===== src/rtl/lab2_proc_imm_pkg.sv =====
// Shared immediate-type codes and helpers for the lab2 immediate generator/encoder pair.
`timescale 1ns/1ps
package lab2_proc_imm_pkg;

   typedef enum logic [2:0] {
      IMM_I     = 3'd0,
      IMM_S     = 3'd1,
      IMM_B     = 3'd2,
      IMM_U     = 3'd3,
      IMM_J     = 3'd4,
      IMM_SHAMT = 3'd5
   } imm_type_e;

   typedef struct packed {
      logic [31:0] inst;
      logic        err;
   } enc_entry_t;

   localparam int unsigned QUEUE_DEPTH = 2;

   // True when v[31:lsb] are all copies of the sign bit, i.e. v fits in lsb+1 signed bits.
   function automatic logic all_same(input logic [31:0] v, input int unsigned lsb);
      logic [31:0] sext;
      sext = 32'($signed(v) >>> lsb);
      return (sext == '0) || (sext == '1);
   endfunction

endpackage


===== src/rtl/lab2_proc_imm_encoder_core.sv =====
// Combinational immediate packer: scatters imm bits into the instruction fields of the
// selected type, keeping every other bit of the base instruction.
`timescale 1ns/1ps
module lab2_proc_imm_encoder_core
   import lab2_proc_imm_pkg::*;
(
   input  logic [2:0]  type_i,
   input  logic [31:0] imm_i,
   input  logic [31:0] base_i,
   output logic [31:0] inst_o,
   output logic        err_o
);

   always_comb begin
      inst_o = base_i;
      err_o  = 1'b0;
      case (type_i)
         IMM_I: begin
            inst_o[31:20] = imm_i[11:0];
            err_o         = !all_same(imm_i, 11);
         end
         IMM_S: begin
            inst_o[31:25] = imm_i[11:5];
            inst_o[11:7]  = imm_i[4:0];
            err_o         = !all_same(imm_i, 11);
         end
         IMM_B: begin
            inst_o[31]    = imm_i[12];
            inst_o[30:25] = imm_i[10:5];
            inst_o[11:8]  = imm_i[4:1];
            inst_o[7]     = imm_i[11];
            err_o         = imm_i[0] || !all_same(imm_i, 12);
         end
         IMM_U: begin
            inst_o[31:12] = imm_i[31:12];
            err_o         = (imm_i[11:0] != 12'd0);
         end
         IMM_J: begin
            inst_o[31]    = imm_i[20];
            inst_o[30:21] = imm_i[10:1];
            inst_o[20]    = imm_i[11];
            inst_o[19:12] = imm_i[19:12];
            err_o         = imm_i[0] || !all_same(imm_i, 20);
         end
         IMM_SHAMT: begin
            inst_o[24:20] = imm_i[4:0];
            err_o         = (imm_i[31:5] != 27'd0);
         end
         // Codes 6/7 pass the base through untouched and flag the request.
         default: begin
            inst_o = base_i;
            err_o  = 1'b1;
         end
      endcase
   end

endmodule


===== src/rtl/lab2_proc_imm_encoder.sv =====
// Registered immediate encoder: val/rdy request, 2-entry output queue whose head drives
// the response, and saturating counters of dequeued and erroneous responses.
`timescale 1ns/1ps
module lab2_proc_imm_encoder
   import lab2_proc_imm_pkg::*;
#(
   parameter int p_cnt_nbits = 16
)(
   input  logic                   clk,
   input  logic                   reset,
   input  logic                   req_val,
   output logic                   req_rdy,
   input  logic [2:0]             req_type,
   input  logic [31:0]            req_imm,
   input  logic [31:0]            req_base,
   output logic                   resp_val,
   input  logic                   resp_rdy,
   output logic [31:0]            resp_inst,
   output logic                   resp_err,
   output logic [p_cnt_nbits-1:0] num_enc,
   output logic [p_cnt_nbits-1:0] num_err
);

   logic [31:0] enc_inst;
   logic        enc_err;
   enc_entry_t  enc_entry;
   enc_entry_t  head_q, head_d;
   enc_entry_t  tail_q, tail_d;
   logic [1:0]  count_q, count_d;
   logic        enq;
   logic        deq;
   logic [1:0]  cnt_inc;

   lab2_proc_imm_encoder_core u_core (
      .type_i (req_type),
      .imm_i  (req_imm),
      .base_i (req_base),
      .inst_o (enc_inst),
      .err_o  (enc_err)
   );

   assign enc_entry = '{inst: enc_inst, err: enc_err};

   assign req_rdy  = (count_q != 2'(QUEUE_DEPTH));
   assign resp_val = (count_q != 2'd0);
   assign enq      = req_val && req_rdy;
   assign deq      = resp_val && resp_rdy;

   // Head is always the oldest entry; tail only holds data while two entries are queued.
   always_comb begin
      head_d  = head_q;
      tail_d  = tail_q;
      count_d = count_q;
      case ({enq, deq})
         2'b10: begin
            if (count_q == 2'd0) head_d = enc_entry;
            else                 tail_d = enc_entry;
            count_d = count_q + 2'd1;
         end
         2'b01: begin
            head_d  = tail_q;
            count_d = count_q - 2'd1;
         end
         // Both fire only at count 1, so the new entry replaces the departing head.
         2'b11: head_d = enc_entry;
         default: ;
      endcase
   end

   always_ff @(posedge clk) begin
      if (reset) begin
         count_q <= 2'd0;
         head_q  <= '0;
         tail_q  <= '0;
      end else begin
         count_q <= count_d;
         head_q  <= head_d;
         tail_q  <= tail_d;
      end
   end

   assign resp_inst = head_q.inst;
   assign resp_err  = head_q.err;

   assign cnt_inc = {deq && head_q.err, deq};

   for (genvar gi = 0; gi < 2; gi++) begin : g_cnt
      logic [p_cnt_nbits-1:0] cnt_q, cnt_d;

      always_comb begin
         cnt_d = cnt_q;
         if (cnt_inc[gi] && (cnt_q != '1)) cnt_d = cnt_q + p_cnt_nbits'(1);
      end

      always_ff @(posedge clk) begin
         if (reset) cnt_q <= '0;
         else       cnt_q <= cnt_d;
      end
   end

   assign num_enc = g_cnt[0].cnt_q;
   assign num_err = g_cnt[1].cnt_q;

endmodule

===== config.mk =====
export PLATFORM = sky130hd
export DESIGN_NAME = lab2_proc_imm_encoder
export DESIGN_NICKNAME = d
export VERILOG_FILES = /design/src/rtl/lab2_proc_imm_pkg.sv /design/src/rtl/lab2_proc_imm_encoder_core.sv /design/src/rtl/lab2_proc_imm_encoder.sv
export SDC_FILE = /design/constraint.sdc
export NUM_CORES = 1
export LEC_CHECK = 0
export CORE_UTILIZATION = 45
export CTS_BUF_LIST = sky130_fd_sc_hd__clkbuf_8
export CTS_CLUSTER_SIZE = 24
export DETAILED_ROUTE_END_ITERATION = 6
export GPL_TIMING_DRIVEN = 0
export PLACE_DENSITY = 0.78
export SLEW_MARGIN = 15
export SYNTH_ARGS = -nofsm -noshare
export SYNTH_HDL_FRONTEND = slang
export SYNTH_SLANG_ARGS = --single-unit

===== constraint.sdc =====
create_clock -name clk -period 2.17 [get_ports clk]
set_clock_uncertainty 0.15 [all_clocks]
set_input_delay 0.5425 -clock clk [delete_from_list [all_inputs] [get_ports clk]]
set_output_delay 0.5425 -clock clk [all_outputs]
set_load 0.02 [all_outputs]

==> After elaboration in Yosys (flattened, before gate mapping) <==
Cells that the tools add are included.
{ "classes": {"n_bitwise": 1, "n_eq_ne": 15, "n_reduce_logical": 28, "muxes": 8, "addsub": 4} }
{ "ops": {"columns": ["cell", "n"], "rows": [
  ["33-bit case mux with 3 select lines", 1],
  ["32-bit == test (second input constant)", 3],
  ["32-bit zero test", 3],
  ["33-bit two-way mux", 1],
  ["16-bit by 1-bit adder with 16-bit output (second input constant)", 2],
  ["16-bit != test (second input constant)", 2],
  ["7-bit case mux with 4 select lines", 1],
  ["27-bit nonzero test", 1],
  ["5-bit case mux with 3 select lines", 1],
  ["12-bit nonzero test", 1],
  ["5-bit case mux with 2 select lines", 1],
  ["8-bit two-way mux", 1],
  ["3-bit by 2-bit == test with 1-bit output (second input constant)", 2],
  ["3-bit == test (second input constant)", 2],
  ["2-bit OR reduction", 3],
  ["1-bit logical AND", 5],
  ["1-bit logical OR", 5],
  ["1-bit case mux with 5 select lines", 1],
  ["2-bit == test (second input constant)", 2],
  ["2-bit != test (second input constant)", 2],
  ["2-bit case mux with 2 select lines", 1],
  ["2-bit AND reduction", 2],
  ["2-bit nonzero test", 2],
  ["3-bit by 1-bit == test with 1-bit output (second input constant)", 1],
  ["8 further kinds", 10]
]} }
{ "word_totals": {"wordCells": 63, "regBits": 100, "input_bits": 71, "output_inout_bits": 67} }

==> Longest topological paths before layout <==
{ "depth": {"ltp_word": 7, "depth_mapped": 9, "mapped_depth_nobuf": 7} }

==> Hierarchy <==
Synthesis repeated with hierarchy kept, for this count alone.
{ "unflattened": {"hier_cells": 616, "hier_area_um2": 5170.0} }
{ "modules_own_cells": {"columns": ["mod", "n_inst", "seq_area_each_um2", "area_per_inst_um2", "cells_per_inst"], "rows": [
  ["lab2_proc_imm_encoder", 1, 2001.9, 4376.7, 499],
  ["lab2_proc_imm_encoder_core", 1, 0.0, 793.3, 117]
]} }

==> Worst setup path after synthesis <==
No wires, ideal clock.
{ "synth_path": {"path_type": "reg2reg", "from": "reg count_q[0]", "to": "reg head_q (netlist bit resp_inst[10])", "t_required_ns": 1.950, "setup_time_ns": 0.070, "n_path_buf": 3, "arrival_time_ns": 1.936, "period_less_slack_ns": 2.156, "slack_ns": 0.014, "stages_incl_launch_ff": 9, "cell_sequence": "dfxtp_1 > nand2b_1 > nand2_1 > ha_1 > buf_2 > clkbuf_1 > clkbuf_1 > o211ai_1 > a21oi_1"} }
{ "synth_between": {"elab_chain_len": 5, "word_cells_on_any_way": 12, "classes_between": "eq/ne (5); mux (1); reduce/logical (6)"} }
{ "synth_lines": {"columns": ["element", "line_no", "text"], "rows": [
  ["start, declared", "lab2_proc_imm_encoder.sv:29", "logic [1:0] count_q, count_d;"],
  ["start signal, assigned", "lab2_proc_imm_encoder.sv:76", "count_q <= count_d;"],
  ["2-bit != test *", "lab2_proc_imm_encoder.sv:44", "assign req_rdy = (count_q != 2'(QUEUE_DEPTH));"],
  ["net req_rdy", "lab2_proc_imm_encoder.sv:12", "output logic req_rdy,"],
  ["1-bit logical AND *", "lab2_proc_imm_encoder.sv:46", "assign enq = req_val && req_rdy;"],
  ["2-bit == test / 2-bit by 1-bit == test with 1-bit output (equally long branches)", "lab2_proc_imm_encoder.sv:54", "case ({enq, deq})"],
  ["2-bit != test (no line) / 3-bit nonzero test (equally long branches)", null, null],
  ["2-bit AND reduction (no line)", null, null],
  ["end signal, assigned", "lab2_proc_imm_encoder.sv:73", "head_q <= '0;"],
  ["end signal, assigned", "lab2_proc_imm_encoder.sv:77", "head_q <= head_d;"],
  ["end, declared", "lab2_proc_imm_encoder.sv:27", "enc_entry_t head_q, head_d;"]
]} }
Mark *: on every way through the listed nets, which the timed path passes. The rest lies on a longest branch.
A chain may end at the register's enable or synchronous reset.

==> Final worst setup path <==
{ "layout_path": {"from": "in req_type[1]", "to": "reg head_q (netlist bit resp_inst[11])"} }
{ "layout_between": {"elab_chain_len": 4, "word_cells_on_any_way": 5, "classes_between": "eq/ne (2); mux (3)"} }
{ "layout_lines": {"columns": ["element", "line_no", "text"], "rows": [
  ["start, declared", "lab2_proc_imm_encoder.sv:13", "input logic [2:0] req_type,"],
  ["3-bit by 2-bit == test with 1-bit output / 3-bit by 1-bit == test with 1-bit output (equally long branches)", "lab2_proc_imm_encoder_core.sv:17", "case (type_i)"],
  ["5-bit case mux with 2 select lines *", "lab2_proc_imm_encoder_core.sv:17", null],
  ["33-bit two-way mux", "lab2_proc_imm_encoder.sv:56", "if (count_q == 2'd0) head_d = enc_entry;"],
  ["33-bit case mux with 3 select lines *", "lab2_proc_imm_encoder.sv:54", null]
]} }
Mark *: on every way between the ends. The rest lies on a longest branch, timed or not. The select of a mux whose other input is x is not followed.

==> qor.yml <==
setup_path:
  cp-end-kind: "register"
  timing.rr.start: "num_err[0]"
  worst_path_most_repeated_cell: "a21oi_1"
  r2r_end: "num_err[15]"
  reg2regPathDepth: 6
  criticalPathCategory: "input pin to register"
  crit_path_max_incr_delay_ns: 0.54
  crit_path_top_delay_cell: "clkdlybuf4s50_1"
  cp.required_ns: 2.26
  startpoint_type: "input pin"
  arrival_ns: 2.23
  path_cells: "clkdlybuf4s50_1, buf_6, a21oi_1, o21ai_2, mux2_2, o211ai_1, a21oi_1"
  r2r_slack_ns: 0.07
  cp_max_fo: 10
power_and_ir_drop:
  swShare: 0.3771
  pwr-share-comb: 0.420
  power.net_switching_uw: 2529
  finalPower_uw: 6706
  internal_power_uw: 4177
  powerDensity_mw_per_mm2: 939.0
  p_leak_uw: 0.002753
  ir_drop_mv: 0.7322
  power_frac_clock: 0.210
  power_frac_seq: 0.370
sta:
  fmax_mhz: 466.9
  fin_crit_ns: 2.142
  tightest_slew_ns: 0.5402
  hold_slack_ns: 0.3077
  slew_violations: 0
  setup_violations: 0
  slew_headroom: 0.6399
  period_share: 0.9869
  hold_viol_final: 0
die:
  die_width_um: 108.4
  dieArea_sq_mm: 0.01175
  chipHeight_um: 108.4
  ios: 138
  core_sq_mm: 0.01094
  core.rowCount: 38
  initial_utilization: 0.4660
routing:
  routed_wl_um: 15160
  wl_per_cell_um: 16.41
  first_iter_violations: 391
  drtPass1Iterations: 7
  ant_nets: 0
  via_per_inst: 5.705
  drc: 2
  detailroute.via_count: 5271
worst_hold_path:
  min_from: "tail_q[11]"
  holdPathStages: 2
  min_path_type: "register to register"
  worstHoldEndpoint: "tail_q[11]"
outcome:
  outcome: "complete, but fails checks"
  violations: "design-rule violations"
synth:
  synth_edf_count: 0
  yosysUniqueCellTypes: 54
  avgSynthCellArea_sq_um: 8.167
  syn_inst: 624
  ys_seq_area_frac: 0.3928
  yosysWarnings: 0
  netlist_area_sq_mm: 0.005096
  syn_nets: 699
  synth_ff_type: "dfxtp_1"
  synth_seq_cells: 100
  async_flop_share: 0
grt:
  grt_overflow: 0
  grt_pass1_wl_um: 23670
  grt.total_usage: 0.2576
  antenna_found_initial: 0
  grt_max_degree: 17
  grt_pass1_vias: 5020
clock_tree:
  htree_levels: 3
  clk_path_buf_depth: 2
  clkTransAtPathRegs_ns: 0.10
  clock-root-buffer: "clkbuf_8"
  cts.sinks: 100
  tritoncts: "built"
  insertion_delay_ns: 0.37
  cts_buffers: 9
run:
  maxCapViolCount: 0
placed_design:
  port_buffers: 136
  place_congestion: 0.9231
  dp_hpwl_um: 11540
finish:
  layout-drive-gt1-share: 0.1276
  area_growth_pct: 40.14
  layout.nets: 855
  diodes: 0
==> registers in the layout, indices dropped and copies added (netlist names) <==
signal / count
num_err: 16
num_enc: 16
count_q: 2
resp_err: 1
resp_inst: 32
tail_q: 33
==> stage by stage <==
step / setup slack, ns / cell area (sq um) / setup TNS, ns / std cells / util
2_1_floorplan: 0.01358 / 5096 / 0 / 624 / -
3_3_place_gp: -0.9769 / 6633 / -58.96 / 900 / 0.6065
3_5_place_dp: -1.077 / 6633 / -63.52 / 900 / 0.6065
4_1_cts: -0.06461 / 7015 / -0.2571 / 921 / 0.6415
5_1_grt: -0.04348 / 7142 / -0.1412 / 924 / 0.6531
6_report: 0.02843 / 7142 / 0 / 924 / 0.6531
==> cell families (layout without fill, tap and decap cells) <==
logic type | after synthesis | in the layout | share of synthesized area
multiplexers | 40 | 40 | 0.08200
buffers and inverters | 49 | 209 | 0.04395
AO/OA/AOI/OAI | 140 | 140 | 0.1768
AND/OR/NAND/NOR | 264 | 264 | 0.2480
XOR/XNOR | 26 | 26 | 0.04468
adder cells (fa/ha/maj) | 5 | 5 | 0.01179
flip-flops | 100 | 100 | 0.3928
==> synth_stat cells, types with 3 or more instances <==
cell | count | share of area
nand2_1 | 89 | 0.066
o211ai_1 | 13 | 0.019
ha_1 | 4 | 0.0098
buf_1 | 4 | 0.0029
nor4_1 | 9 | 0.011
mux2i_1 | 26 | 0.051
nor2_1 | 72 | 0.053
or4_1 | 3 | 0.0044
xnor2_1 | 24 | 0.041
nor2b_1 | 6 | 0.0074
buf_2 | 10 | 0.0098
nor4b_1 | 4 | 0.0069
a211oi_1 | 31 | 0.046
buf_6 | 3 | 0.0066
mux2_2 | 14 | 0.031
o21ai_0 | 6 | 0.0059
inv_1 | 6 | 0.0044
dfxtp_1 | 100 | 0.39
clkbuf_1 | 24 | 0.018
nand2b_1 | 14 | 0.017
nor3_1 | 16 | 0.016
o22ai_1 | 6 | 0.0074
and3_1 | 6 | 0.0074
nor3b_1 | 3 | 0.0044
a21oi_1 | 65 | 0.064
or3_1 | 5 | 0.0061
nand4_1 | 11 | 0.014
nand3_1 | 16 | 0.016
==> metal layers <==
metal  up-vias  GRT usage  wire length, um
met5         -          0                0
met4         0     0.1042              509
met3        33    0.05124             1024
met2       217     0.4467             7382
met1      2493     0.3100             6243
li1       2528          -                -
==> how the worst max path moves through the flow <==
| stage | end | slack [ns] | from |
|---|---|---|---|
| 2_1_floorplan | resp_inst[10] | 0.01 | count_q[0] |
| 3_3_place_gp | resp_inst[19] | -0.98 | resp_rdy |
| 3_5_place_dp | resp_inst[19] | -1.08 | resp_rdy |
| 4_1_cts | resp_inst[26] | -0.06 | req_type[1] |
| 5_1_grt | num_enc[11] | -0.04 | num_enc[0] |
| 6_report | resp_inst[11] | 0.03 | req_type[1] |
==> critical path, delay by kind of cell <==
family	cells	cell delay [ns]
AOI/OAI and AO/OA	4	0.55
buffers and inverters	2	0.72
muxes	1	0.41
==> power by group through the flow <==
stage	Clock, uW	Combinational, uW	Sequential (uW)
floorplan	0	1370	2740
global placement	0	2650	2490
detailed placement	0	2740	2510
CTS	1420	2800	2480
global route	1500	3060	2520
finish	1410	2820	2480
==> what timing repair did <==
action                     in CTS  in global routing
setup buffers                   6                  3
setup endpoints to repair      85                 78
pin swaps                       9                  9
hold buffers                    0                  0
resized for setup              42                 40
==> cell type report <==
cell class,instances,area (sq um)
Timing Repair Buffer,145,1471
Inverter,6,22.52
Multi-Input combinational cell,475,2982
Fill cell,936,3794
Tap cell,140,175.2
Sequential cell,100,2004
Clock inverter,6,112.6
Clock buffer,9,123.9
Buffer,43,250.2
==> placed cells by master (no fill, tap or decap), drive strengths merged, types with 3 or more instances in the layout <==
| cell type | synthesis | routed |
|---|---|---|
| o22ai | 6 | 6 |
| a211oi | 32 | 32 |
| nand3 | 16 | 16 |
| buf | 18 | 31 |
| nor3b | 3 | 3 |
| xnor2 | 24 | 24 |
| and3 | 6 | 6 |
| clkdlybuf4s50 | 0 | 110 |
| a21oi | 66 | 66 |
| nor4b | 4 | 4 |
| nand2b | 14 | 14 |
| nor3 | 16 | 16 |
| bufinv | 0 | 3 |
| mux2 | 14 | 14 |
| o211ai | 14 | 14 |
| nor2b | 6 | 6 |
| dfxtp | 100 | 100 |
| or4 | 3 | 3 |
| dlygate4sd2 | 0 | 6 |
| nor2 | 72 | 72 |
| ha | 4 | 4 |
| clkbuf | 25 | 30 |
| or3 | 6 | 6 |
| nand2 | 89 | 89 |
| inv | 6 | 7 |
| nand4 | 11 | 11 |
| nor4 | 10 | 10 |
| mux2i | 26 | 26 |
| dlymetal6s2s | 0 | 20 |
| o21ai | 9 | 9 |
Note: power is estimated with default switching activity, not from simulation.
